<file path="config.mk">
export PLATFORM = sky130hd
export DESIGN_NAME = regfile_sb
export DESIGN_NICKNAME = d
export VERILOG_FILES = /design/src/rtl/regfile_sb.sv
export SDC_FILE = /design/constraint.sdc
export NUM_CORES = 2
export LEC_CHECK = 0
export CORE_MARGIN = 2
export CORE_UTILIZATION = 55
export CTS_CLUSTER_DIAMETER = 30
export CTS_CLUSTER_SIZE = 12
export DETAILED_ROUTE_END_ITERATION = 6
export GPL_TIMING_DRIVEN = 0
export HOLD_SLACK_MARGIN = 0.08
export PLACE_DENSITY = 0.75
export SETUP_SLACK_MARGIN = 0.4
export SLEW_MARGIN = 20
export SYNTH_ARGS = -nofsm -noshare
export SYNTH_HDL_FRONTEND = slang
export SYNTH_SLANG_ARGS = --single-unit
</file>
<file path="constraint.sdc">
create_clock -name clk -period 7.3 [get_ports clk]
set_input_delay 0.73 -clock clk [delete_from_list [all_inputs] [get_ports clk]]
set_output_delay 0.73 -clock clk [all_outputs]
set_load 0.05 [all_outputs]
</file>
<file path="src/rtl/regfile_sb.sv">
// Register file with per-register pending (scoreboard) bits, two combinational
// read ports with writeback bypass, and a registered count of pending registers.

module regfile_sb_rdport #(
   parameter int W           = 32,
   parameter int REGADDR_LEN = 5,
   parameter int NREG        = 32,
   parameter int ZERO_REG    = 1
) (
   input  logic [NREG-1:0][W-1:0]    rf,
   input  logic [NREG-1:0]           pend,
   input  logic                      w,
   input  logic [REGADDR_LEN-1:0]    w_reg,
   input  logic [W-1:0]              w_data,
   input  logic [REGADDR_LEN-1:0]    r_reg,
   output logic [W-1:0]              r_data,
   output logic                      busy
);
   logic is_zero;
   logic wb_hit;

   always_comb begin
      is_zero = (ZERO_REG != 0) && (r_reg == '0);
      wb_hit  = w && (w_reg == r_reg);
      r_data  = rf[r_reg];
      busy    = pend[r_reg];
      // A same-cycle writeback both forwards its data and releases the reader.
      if (wb_hit) begin
         r_data = w_data;
         busy   = 1'b0;
      end
      if (is_zero) begin
         r_data = '0;
         busy   = 1'b0;
      end
   end
endmodule

module regfile_sb #(
   parameter int W           = 32,
   parameter int REGADDR_LEN = 5,
   parameter int ZERO_REG    = 1
) (
   input  logic                   clk,
   input  logic                   rst,
   input  logic                   w,
   input  logic [REGADDR_LEN-1:0] W_Reg,
   input  logic [W-1:0]           W_Data,
   input  logic                   iss,
   input  logic [REGADDR_LEN-1:0] Iss_Reg,
   input  logic                   flush,
   input  logic [REGADDR_LEN-1:0] R_Reg1,
   input  logic [REGADDR_LEN-1:0] R_Reg2,
   output logic [W-1:0]           R_Data1,
   output logic [W-1:0]           R_Data2,
   output logic                   busy1,
   output logic                   busy2,
   output logic [REGADDR_LEN:0]   pend_cnt
);
   localparam int NREG   = 2 ** REGADDR_LEN;
   localparam int NPORTS = 2;

   logic [NREG-1:0][W-1:0]        rf_q, rf_d;
   logic [NREG-1:0]               pend_q, pend_d;
   logic [REGADDR_LEN:0]          pend_cnt_q, pend_cnt_d;
   logic                          wr_ok, iss_ok;

   logic [NPORTS-1:0][REGADDR_LEN-1:0] r_reg_a;
   logic [NPORTS-1:0][W-1:0]           r_data_a;
   logic [NPORTS-1:0]                  busy_a;

   always_comb begin
      wr_ok  = w && !((ZERO_REG != 0) && (W_Reg == '0));
      // Flush drops any issue arriving in the same cycle.
      iss_ok = iss && !flush && !((ZERO_REG != 0) && (Iss_Reg == '0));

      rf_d = rf_q;
      if (wr_ok) rf_d[W_Reg] = W_Data;

      pend_d = pend_q;
      if (flush) begin
         pend_d = '0;
      end else begin
         if (w)      pend_d[W_Reg]   = 1'b0;
         // Applied after the clear so a new producer wins over the writeback.
         if (iss_ok) pend_d[Iss_Reg] = 1'b1;
      end

      pend_cnt_d = '0;
      for (int i = 0; i < NREG; i++)
         pend_cnt_d = pend_cnt_d + (REGADDR_LEN+1)'(pend_d[i]);
   end

   always_ff @(posedge clk or negedge rst) begin
      if (!rst) begin
         rf_q       <= '0;
         pend_q     <= '0;
         pend_cnt_q <= '0;
      end else begin
         rf_q       <= rf_d;
         pend_q     <= pend_d;
         pend_cnt_q <= pend_cnt_d;
      end
   end

   assign r_reg_a[0] = R_Reg1;
   assign r_reg_a[1] = R_Reg2;

   for (genvar p = 0; p < NPORTS; p++) begin : g_rd
      regfile_sb_rdport #(
         .W(W), .REGADDR_LEN(REGADDR_LEN), .NREG(NREG), .ZERO_REG(ZERO_REG)
      ) u_rd (
         .rf     (rf_q),
         .pend   (pend_q),
         .w      (w),
         .w_reg  (W_Reg),
         .w_data (W_Data),
         .r_reg  (r_reg_a[p]),
         .r_data (r_data_a[p]),
         .busy   (busy_a[p])
      );
   end

   assign R_Data1  = r_data_a[0];
   assign R_Data2  = r_data_a[1];
   assign busy1    = busy_a[0];
   assign busy2    = busy_a[1];
   assign pend_cnt = pend_cnt_q;
endmodule

</file>
## Yosys cells after proc, flatten, opt, wreduce, memory -nomap -nowiden

Cells that the tools add are included.

- Add/sub/neg operators: 31
- Order comparisons: 6
- Equal/unequal tests: 2
- Mux-type cells: 27
- Bitwise operators: 3
- Reduce and logical (&&, ||, !) cells: 14

Operators with widths:

| operator | number |
|---|---|
| bitwise mux 1024 bit | 1 |
| two-way mux 32 bit | 11 |
| binary-select mux 32 bit (select 5 bit) | 2 |
| demux 32 bit (select 5 bit) | 1 |
| adder 6 x 1 -> 6 bit | 26 |
| AND 32 bit | 1 |
| NOT 32 bit | 1 |
| OR 32 bit | 1 |
| less-than comparator 5 x 6 -> 1 bit (second input constant) | 4 |
| logical NOT 5 bit | 4 |
| binary-select mux 1 bit (select 5 bit) | 2 |
| demux 1 bit (select 5 bit) | 2 |
| equality test 5 bit | 2 |
| >= comparator 5 x 1 -> 1 bit (second input constant) | 2 |
| two-way mux 1 bit | 8 |
| logical AND 1 bit | 7 |
| adder 5 x 1 -> 6 bit | 1 |
| adder 4 x 1 -> 5 bit | 1 |
| adder 3 x 1 -> 4 bit | 1 |
| adder 2 x 1 -> 3 bit | 1 |
| logical NOT 1 bit | 3 |
| adder 1 x 1 -> 2 bit | 1 |

- Register bits after elaboration: 1062
- Input bits: 57
- Output and inout port bits: 72
- Word-level logic and storage cells: 117

## Depth between registers and ports, before layout

- Word-level depth: 42
- Mapped depth: 23
- Depth with buffers taken out: 21

## Hierarchy

From an unflattened synthesis, not the netlist that was laid out.

- Cell total of the unflattened synthesis: 4112
- Area, all modules: 58488.6 um^2

By module, submodules not included:

| module | instances | cells an instance | area each (um^2) | sequential area each (um^2) |
|---|---|---|---|---|
| regfile_sb | 1 | 2512 | 40498.8 | 26575.5 |
| regfile_sb_rdport | 2 | 800 | 8994.9 | 0.0 |

## Least setup slack after synthesis

No wires, ideal clock.

- Path kind: input -> register
- Start point: input W_Reg[2]
- End point: register pend_cnt_q[4] (netlist: pend_cnt[4])
- Library setup time: 0.080 ns
- Arrival: 5.936 ns
- Data required time: 7.220 ns
- Setup slack: 1.284 ns
- Cell stages on the path: 19
- Path buffers: 2
- Path through: buf_2 > nor3_1 > nand2_1 > buf_1 > a22oi_1 > nor2_1 > fa_1 > inv_1 > fa_1 > fa_1 > fa_1 > fa_1 > inv_1 > fa_1 > ha_1 > fa_1 > a21o_1 > a21oi_1 > xnor2_1

- Longest elaborated chain between the ends: 42
- Elaborated cells on any way between the ends: 43
- Classes of those cells: add/sub: 31; order compare: 2; mux: 6; bitwise: 3; reduce/logical: 1

Ends and longest elaborated chain:

| element | line | text |
|---|---|---|
| start, declared | 47 | `input logic [REGADDR_LEN-1:0] W_Reg,` |
| less-than comparator 5 x 6 -> 1 bit (implied by the code) / >= comparator 5 x 1 -> 1 bit (equally long branches) | 84 | `if (w) pend_d[W_Reg] = 1'b0;` |
| logical AND 1 bit (implied by the code) | 84 |  |
| two-way mux 1 bit (implied by the code) | 84 |  |
| demux 1 bit (select 5 bit) * | 84 |  |
| NOT 32 bit (no line) * | - |  |
| AND 32 bit (no line) * | - |  |
| two-way mux 32 bit * | 84 |  |
| two-way mux 32 bit * | 81 | `if (flush) begin` |
| [... 3 more ...] | - |  |
| via pend_d[1] | 64 | `logic [NREG-1:0] pend_q, pend_d;` |
| adder 1 x 1 -> 2 bit * | 91 | `pend_cnt_d = pend_cnt_d + (REGADDR_LEN+1)'(pend_d[i]);` |
| adder 2 x 1 -> 3 bit * | 91 |  |
| adder 3 x 1 -> 4 bit * | 91 |  |
| adder 4 x 1 -> 5 bit * | 91 |  |
| adder 5 x 1 -> 6 bit * | 91 |  |
| adder 6 x 1 -> 6 bit * (26 in a row) | 91 |  |
| via pend_cnt_d[4] | 65 | `logic [REGADDR_LEN:0] pend_cnt_q, pend_cnt_d;` |
| end signal, assigned | 102 | `pend_cnt_q <= pend_cnt_d;` |
| end, declared | 65 |  |

Mark *: on every way through the listed nets, which the timed path passes. The rest lies on a longest branch. The select of a mux whose other input is x is not followed.
A chain may end at the register's enable or synchronous reset.

## Worst setup path after layout

- Start point: input w
- End point: register pend_cnt_q[4] (netlist: pend_cnt[4])

- Longest elaborated chain between the ends: 36

Ends and longest elaborated chain:

| element | line | text |
|---|---|---|
| start, declared | 46 | `input logic w,` |
| two-way mux 32 bit * | 84 |  |
| two-way mux 32 bit * | 81 |  |
| OR 32 bit (no line) | - |  |
| two-way mux 32 bit * | 86 | `if (iss_ok) pend_d[Iss_Reg] = 1'b1;` |
| two-way mux 32 bit * | 81 |  |
| adder 1 x 1 -> 2 bit | 91 |  |
| adder 2 x 1 -> 3 bit | 91 |  |
| adder 3 x 1 -> 4 bit | 91 |  |
| adder 4 x 1 -> 5 bit | 91 |  |
| adder 5 x 1 -> 6 bit | 91 |  |
| adder 6 x 1 -> 6 bit (25 in a row) | 91 |  |
| adder 6 x 1 -> 6 bit * | 91 |  |
| via pend_cnt_d[4] | 65 |  |

Marked as above.

==> flow_metrics.env <==
export IMPL_clock_sinks=1062
export IMPL_drt_initial_drc_count=6446
export IMPL_dr_pass1_iters=7
export IMPL_powerDensity_nw_per_um2=331.1
export IMPL_fin_crit_sh_pct=94.03
export IMPL_ys_types=60
export IMPL_htree_levels=4
export IMPL_slew_headroom_pct=9.613
export IMPL_cp_start_kind="input pin"
export IMPL_cts_tree="built"
export IMPL_grt_pass1_wl_um=316200
export IMPL_ys_ff_latch=1062
export IMPL_antenna_found_initial=12
export IMPL_viasPerCell=7.264
export IMPL_power_leakage_nw=31.00
export IMPL_synth_commonest_cells="dfrtp_1, mux2_2, mux2i_1"
export IMPL_syn2layout_area_growth_pct=20.40
export IMPL_syn_area_um2=57990
export IMPL_numCtsBuffers=228
export IMPL_nets=4644
export IMPL_synth_top_area_share_pct=45.83
export IMPL_die_area_um2=108000
export IMPL_violations="DRC"
export IMPL_synth_fp_nets=4285
export IMPL_initial_core_util_pct=55.24
export IMPL_drt_total_wl_um=223500
export IMPL_die_w_um=328.7
export IMPL_io_pins=129
export IMPL_fin_crit_ns=6.865
export IMPL_fin_skew_ns=0.03575
export IMPL_path_max_fanout=10
export IMPL_yosysTopAreaCell="dfrtp_1"
export IMPL_dp_hpwl_um=147800
export IMPL_fin_setup_tns_ns=0
export IMPL_hp_class="reg -> reg"
export IMPL_cts_hold_buf=1
export IMPL_place_congestion=0.9926
export IMPL_root_buffer="clkbuf_16"
export IMPL_drive_above_1_share_pct=40.97
export IMPL_fill_cells=7434
export IMPL_critPathArrivalTime_ns=7.57
export IMPL_final_core_util_pct=66.51
export IMPL_peakVddDrop_mv=0.2558
export IMPL_rows=119
export IMPL_syn_inst=4197
export IMPL_cts_setup_buffers=0
export IMPL_fmax_ghz=0.1457
export IMPL_cts_buffer_depth=3
export IMPL_cp_required_ns=8.01
export IMPL_outcome="finished, violations left"
export IMPL_ys_warn_count=0
export IMPL_synthArstFlopShare_pct=100.0
export IMPL_grt_pass1_vias=45230
export IMPL_route_detailed_drc=25
export IMPL_synth_most_common_cell="dfrtp_1"
export IMPL_synth_edf_count=0
export IMPL_clk_latency_ns=0.82
export IMPL_total_power_mw=23.11
export IMPL_timing_hold_ws_ns=0.4810
export IMPL_grt_max_degree=138
export IMPL_end_kind="flip-flop"
export IMPL_synth_avg_cell_area_um2=13.82
export IMPL_avgRoutedWirePerCell_um=36.27
export IMPL_port_buffers=118
export IMPL_ys_seq_area_share_pct=45.83
export IMPL_die_h_um=328.7
export IMPL_maxCapViolCount=0
export IMPL_yosys_most_used_dff="dfrtp_1"
export IMPL_grt_overflow=0
export IMPL_rsz0062_at_grt="no"
export IMPL_hold_viol=0
export IMPL_clk_pin_slew_ns=0.05
export IMPL_worst_slew_pin_slew_ns=1.356
export IMPL_grt_use_total_pct=41.38
export IMPL_finalMaxSlewViolations=0
export IMPL_yosys_top_cells_area="dfrtp_1, mux2_2, mux4_2"
export IMPL_ant_nets=0
export IMPL_coreArea_um2=105000
export IMPL_path_class="in -> reg"
export IMPL_setup_viol=0
export IMPL_num_vias=44770
export IMPL_cts_resized=0
## final cells by class
type,instances,area (um^2),share of cell area (%)
diodes,13,32.53,0.04660
plain buffers,467,2296,3.289
clock buffers,297,6379,9.137
clock inverters,136,2150,3.079
inverters,45,168.9,0.2419
multi-input cells,2623,29000,41.54
flip-flops and latches,1062,26580,38.07
well taps,1391,1740,2.493
repair buffers,129,1471,2.108
## power by group
part	internal, mW	switching (mW)	leakage [nW]
Clock	7.82	3.56	4.13
Combinational	1.99	1.89	13.2
Sequential	6.99	0.863	13.7
## through the flow
step / std cells / setup slack [ns] / area [um^2]
2_1_floorplan: 4197 / 1.284 / 57990
3_3_place_gp: 5706 / -42.83 / 60910
3_5_place_dp: 5716 / -0.1844 / 61220
4_1_cts: 6150 / 0.5838 / 69750
5_1_grt: 6151 / 0.4151 / 69780
6_report: 6163 / 0.4355 / 69810
## critical path, stage by stage
cell and delay (ns):
clkdlybuf4s50_1 0.60, nand2_1 0.18, nor2_1 0.11, nand2_1 0.35, clkbuf_1 0.94, nand2_1 0.20, a21o_1 0.25, fa_1 0.49
fa_1 0.56, fa_1 0.44, fa_1 0.49, fa_1 0.51, inv_1 0.05, fa_1 0.44, ha_1 0.25, fa_1 0.47
a21o_1 0.18, a21oi_1 0.18, xnor2_1 0.14
## flip-flops by register name, summed over array words and instances, names as in the netlist
name,count
rf_q,1024
pend_q,32
pend_cnt,6
## logic make-up after synthesis
logic type | after synthesis | synth area share [%]
mux | 1743 | 39.57
compound gates | 565 | 6.993
fa+ha+maj | 31 | 0.9796
xor+xnor | 13 | 0.1964
flops | 1062 | 45.83
buf+inv | 512 | 4.175
simple gates | 271 | 2.255
## placed cells by master, fill, tap and decap left out, types with 40 or more instances in the layout
| cell type | instances |
|---|---|
| clkdlybuf4s50_1 | 117 |
| clkbuf_16 | 231 |
| inv_1 | 45 |
| mux4_2 | 340 |
| dfrtp_1 | 1062 |
| nand2_1 | 104 |
| mux2i_1 | 408 |
| a21oi_1 | 105 |
| bufinv_16 | 48 |
| buf_4 | 56 |
| mux2_2 | 950 |
| clkbuf_1 | 243 |
| buf_2 | 134 |
| o22ai_1 | 59 |
| a22oi_1 | 188 |
| nor2_1 | 59 |
| nand3_1 | 40 |
| mux2_1 | 45 |
## metal layers
layer | routed length [um] | track usage, % | share of wire (%)
met2 | 95780 | 59.45 | 43
met5 | 218 | 0.9760 | 0.098
met1 | 77930 | 49.77 | 35
met4 | 17160 | 26.85 | 7.7
met3 | 32470 | 19.63 | 15
## final timing paths
| check | startpoint | endpoint | slack [ns] | cells after the start |
|---|---|---|---|---|
| worst max-delay path | w | pend_cnt[4]$_DFF_PN0_ | 0.44 | 19 |
| worst min-delay path | rf_q[28]$_DFFE_PN0P_ | rf_q[28]$_DFFE_PN0P_ | 0.48 | 1 |
| worst max register to register | pend_q[23]$_DFF_PN0_ | pend_cnt[4]$_DFF_PN0_ | 2.21 | 16 |
| worst min register to register | rf_q[28]$_DFFE_PN0P_ | rf_q[28]$_DFFE_PN0P_ | 0.48 | 1 |
| max in group asynchronous | rst | rf_q[934]$_DFFE_PN0P_ | 4.35 | 6 |
| min in group asynchronous | rst | rf_q[854]$_DFFE_PN0P_ | 0.49 | 2 |
Note: power is estimated with default switching activity, not from simulation.
